===== src/rtl/uart_char_rx.sv =====
// 8N1 serial character receiver: two-flop synchroniser, mid-bit sampling FSM,
// registered char/strobe outputs that hold the last good character between frames.
module uart_char_rx #(
  parameter int unsigned CLKS_PER_BIT = 4
) (
  input  logic       clk,
  input  logic       rst_n,
  input  logic       rxd,
  output logic [7:0] char,
  output logic       char_valid,
  output logic       frame_err,
  output logic       busy
);

  localparam int unsigned HALF_BIT = CLKS_PER_BIT / 2;
  localparam int unsigned CNT_W    = (CLKS_PER_BIT > 1) ? $clog2(CLKS_PER_BIT) : 1;
  localparam logic [CNT_W-1:0] CNT_LAST = CNT_W'(CLKS_PER_BIT - 1);
  localparam logic [CNT_W-1:0] CNT_HALF = CNT_W'(HALF_BIT - 1);

  typedef enum logic [2:0] {
    IDLE  = 3'd0,
    START = 3'd1,
    DATA  = 3'd2,
    STOP  = 3'd3,
    BREAK = 3'd4
  } state_t;

  state_t           state_q, state_d;
  logic [CNT_W-1:0] cnt_q, cnt_d;
  logic [2:0]       bit_q, bit_d;
  logic [7:0]       shift_q, shift_d;
  logic [7:0]       char_d;
  logic             valid_d, ferr_d, busy_d;
  logic             rxd_m, rxd_s;

  // Synchroniser presets to the idle-high line level
  always_ff @(posedge clk or negedge rst_n) begin
    if (!rst_n) begin
      rxd_m <= 1'b1;
      rxd_s <= 1'b1;
    end else begin
      rxd_m <= rxd;
      rxd_s <= rxd_m;
    end
  end

  always_ff @(posedge clk or negedge rst_n) begin
    if (!rst_n) begin
      state_q    <= IDLE;
      cnt_q      <= '0;
      bit_q      <= '0;
      shift_q    <= '0;
      char       <= '0;
      char_valid <= 1'b0;
      frame_err  <= 1'b0;
      busy       <= 1'b0;
    end else begin
      state_q    <= state_d;
      cnt_q      <= cnt_d;
      bit_q      <= bit_d;
      shift_q    <= shift_d;
      char       <= char_d;
      char_valid <= valid_d;
      frame_err  <= ferr_d;
      busy       <= busy_d;
    end
  end

  always_comb begin
    state_d = state_q;
    cnt_d   = cnt_q;
    bit_d   = bit_q;
    shift_d = shift_q;
    char_d  = char;
    valid_d = 1'b0;
    ferr_d  = 1'b0;

    case (state_q)
      IDLE: begin
        cnt_d = '0;
        if (!rxd_s) state_d = START;
      end
      // Re-check the start bit at its centre to reject glitches
      START: begin
        if (cnt_q == CNT_HALF) begin
          cnt_d   = '0;
          bit_d   = '0;
          state_d = rxd_s ? IDLE : DATA;
        end else begin
          cnt_d = CNT_W'(cnt_q + 1'b1);
        end
      end
      DATA: begin
        if (cnt_q == CNT_LAST) begin
          cnt_d          = '0;
          shift_d[bit_q] = rxd_s;
          if (bit_q == 3'd7) state_d = STOP;
          else               bit_d   = 3'(bit_q + 1'b1);
        end else begin
          cnt_d = CNT_W'(cnt_q + 1'b1);
        end
      end
      STOP: begin
        if (cnt_q == CNT_LAST) begin
          cnt_d = '0;
          if (rxd_s) begin
            char_d  = shift_q;
            valid_d = 1'b1;
            state_d = IDLE;
          end else begin
            ferr_d  = 1'b1;
            state_d = BREAK;
          end
        end else begin
          cnt_d = CNT_W'(cnt_q + 1'b1);
        end
      end
      // Wait out a held-low line so it never looks like a new start bit
      BREAK: begin
        cnt_d = '0;
        if (rxd_s) state_d = IDLE;
      end
      default: begin
        state_d = IDLE;
        cnt_d   = '0;
      end
    endcase

    busy_d = (state_d != IDLE);
  end

endmodule


===== config.mk =====
export PLATFORM = sky130hd
export DESIGN_NAME = uart_char_rx
export DESIGN_NICKNAME = d
export VERILOG_FILES = /design/src/rtl/uart_char_rx.sv
export SDC_FILE = /design/constraint.sdc
export NUM_CORES = 1
export LEC_CHECK = 0
export CAP_MARGIN = 0
export CELL_PAD_IN_SITES_DETAIL_PLACEMENT = 0
export CELL_PAD_IN_SITES_GLOBAL_PLACEMENT = 1
export CORE_UTILIZATION = 35
export CTS_CLUSTER_DIAMETER = 120
export DETAILED_ROUTE_END_ITERATION = 8
export HOLD_SLACK_MARGIN = 0.06
export PLACE_DENSITY = 0.61
export SLEW_MARGIN = 0
export SYNTH_ARGS = -nofsm -noshare
export SYNTH_HDL_FRONTEND = slang
export SYNTH_SLANG_ARGS = --single-unit

===== constraint.sdc =====
create_clock -name clk -period 2.57 [get_ports clk]
set_clock_uncertainty 0.2 [all_clocks]
set_input_delay 0.257 -clock clk [delete_from_list [all_inputs] [get_ports clk]]
set_output_delay 0.257 -clock clk [all_outputs]
set_load 0.02 [all_outputs]

==> impl_metrics.csv <==
group,metric,value,unit
sta,period_needed,2.14,ns
power,leakagePower,0.771,nW
setup_path,start_kind,"flop",
layout,fill_cells,349,
logic_synthesis,synth-xor-area-share,0,%
logic_synthesis,synth_area,1380,sq um
logic_synthesis,synth.area.mux_share,19.4,%
logic_synthesis,avgSynthCellArea,13.2,sq um
die,core,3720,sq um
logic_synthesis,synth_area_leaders,"dfrtp_1 (49%), mux2_4 (8.7%), mux2_1 (8.2%)",
sta,period_share,83.3,%
placement,gp_congestion,0.687,
power,p_sw_share,28.3,%
sta,timing_hold_violations_final,0,
layout,fin_area,1640,sq um
drt,drc,0,
global_routing,grt_pass1_vias,779,
power,power_density,872,nW/um^2
global_routing,antenna_found_initial,0,
drt,via_per_inst,4.90,
die,die_width,64.7,um
clock_tree,numCtsBuffers,5,
drt,vias,814,
setup_path,endpoint_kind,"flop",
setup_path,path_class,"flop to flop",
sta,setup-violations-final,0,
logic_synthesis,synth_warnings,0,
sta,tightestPinTransition,0.553,ns
layout,antenna_cells,0,
layout,layout_commonest_cell,"dfrtp_1",
setup_path,r2r_slack,0.43,ns
global_routing,grt_max_degree,30,
die,io_pins,14,
die,dieHeight,64.7,um
setup_path,cp.arrival,2.10,ns
drt,ant_nets,0,
setup_path,r2r_cells,5,
logic_synthesis,synth_area_leader_cell,"dfrtp_1",
sta,fmax,467,MHz
drt,firstDrtPassIters,4,
layout,layout_common_cells,"dfrtp_1 (27), clkdlybuf4s50_1 (13), mux2_1 (10)",
clock_tree,cts_buffer_depth,2,
clock_tree,postCtsSetupBuffers,0,
placement,io_buffers,13,
logic_synthesis,synth_top_area_share,49.1,%
power,power_frac_clock,33.4,%
logic_synthesis,synth_compound_area_share,3.55,%
clock_tree,post_cts_resized,0,
setup_path,timing.rr.end,"bit_q[2]",
clock_tree,cts_max_level,2,
die,start_util,37.0,%
power,p_switching,405,uW
placement,dp.final_hpwl,1510,um
sta,tns,0,ns
logic_synthesis,synthAdderAreaFrac,4.55,%
die,rows,22,
logic_synthesis,synth-simple-area-share,14.8,%
min_path,hold_path_class,"primary input to async pin",
sta,slew_headroom,63.1,%
status,status,"completed",
clock_tree,cts_tree,"built",
logic_synthesis,syn-num-nets,112,
die,die-area,4180,sq um
global_routing,track_usage,12.4,%
logic_synthesis,synth_seq_cells,29,
power,ir_drop,511,uV
clock_tree,clkTransAtPathRegs,0.06,ns
setup_path,r2r_start,"bit_q[0]",
setup_path,crit_required,2.53,ns
logic_synthesis,ys_seq_area_share,53.0,%
clock_tree,clkSinkCount,29,
drt,drt-total-wl,2220,um
layout,drive_above_1_share,20.3,%
power,p_seq_share,45.1,%
clock_tree,root_buffer,"clkbuf_8",
clock_tree,clkLatencyLatePin,0.27,ns
power,p_comb_share,21.5,%
layout,multi_input_area,582,sq um
drt,wire_per_inst,13.4,um
placement,dp_cells,158,
layout,fin_util,44.2,%
layout,nets,125,
logic_synthesis,ys_types,33,
layout,seq_area,728,sq um
layout,final_cells,166,
job,cap_violations,0,
global_routing,grt_pass1_wl,3800,um
layout,synthToLayoutAreaGrowth,19.5,%
power,p_int,1.03,mW
global_routing,grt-ovfl-total,0,
logic_synthesis,synth_top_family_by_area,"multiplexers",
drt,drtIter0Drc,14,
placement,dpl_cell_area,1530,sq um
setup_path,cp_max_fo,11,
clock_tree,postCtsHoldBufs,0,
sta,fin_hold_ws,0.156,ns
sta,maxSlewViolCount,0,
sta,rsz0062_at_grt,"no",
logic_synthesis,synthCells,104,
area by class of cell:
cell class	instances	area share (%)
flip-flops and latches	29	44.3
multi-input cells	62	35.4
repair buffers	14	8.38
clock buffers	7	5.26
well taps	48	3.66
clock inverters	1	1.83
inverters	5	1.14
critical path, cell delays in order, from the launching register on:
cell       delay, ns
dfrtp_1         0.51
ha_1            0.27
ha_1            0.20
nand4bb_1       0.18
a21oi_1         0.29
mux2_1          0.37
worst max-delay path by stage:
stage / endpoint / startpoint / cells past startpoint / slack, ns
global placement: bit_q[0] / bit_q[0] / 5 / 0.46
CTS: bit_q[2] / bit_q[0] / 5 / 0.41
finish: bit_q[2] / bit_q[0] / 5 / 0.43
global route: bit_q[2] / bit_q[0] / 5 / 0.31
floorplan: bit_q[0] / bit_q[0] / 5 / 0.76
detailed placement: bit_q[0] / bit_q[0] / 5 / 0.44
cells in the mapped netlist (all sizes together):
cell type,instances
dfrtp,27
a221oi,1
ha,5
nand3b,1
nor3b,3
nor2,3
inv,5
or3,1
dfstp,2
or4bb,1
nand2b,1
or3b,1
clkbuf,4
or2,1
nor4,1
a21bo,1
nand4b,3
nand3,2
a21oi,4
mux2,21
nor3,3
and4bb,1
nor4b,2
o21ba,1
buf,4
nand2,2
nand4bb,2
nand4,1
metrics by stage:
stage,power [mW],setup WS [ns]
after floorplan,0.891,0.759
after global routing,1.53,0.312
after CTS,1.45,0.411
after detailed placement,0.967,0.444
after global placement,0.960,0.459
final,1.43,0.430
cells by family (layout without fill, tap and decap cells):
group                    count (synthesis)  in the layout
AO/OA/AOI/OAI                            7              7
adder cells (fa/ha/maj)                  5              5
buffers and inverters                   13             27
flip-flops                              29             29
multiplexers                            21             21
AND/OR/NAND/NOR                         29             29
registers in the layout (all words and copies together) (netlist names):
| register | flops |
|---|---|
| char | 8 |
| shift_q | 8 |
| bit_q | 3 |
| state_q | 3 |
| cnt_q | 2 |
| busy | 1 |
| char_valid | 1 |
| frame_err | 1 |
| rxd_m | 1 |
| rxd_s | 1 |
layer usage:
layer	track usage, %	vias to the layer above	routed length [um]
li1	-	396	-
met1	15.5	402	1080
met2	18.4	14	1050
met3	5.81	2	78
met4	5.00	0	12
met5	0	-	0
power groups by stage:
stage	Sequential [mW]	Combinational (mW)	Clock, mW
final	0.646	0.308	0.478
after detailed placement	0.655	0.312	0
after global routing	0.663	0.344	0.519
after global placement	0.650	0.310	0
after floorplan	0.599	0.291	0
after CTS	0.646	0.313	0.494
(Power assumes the default switching activity.)
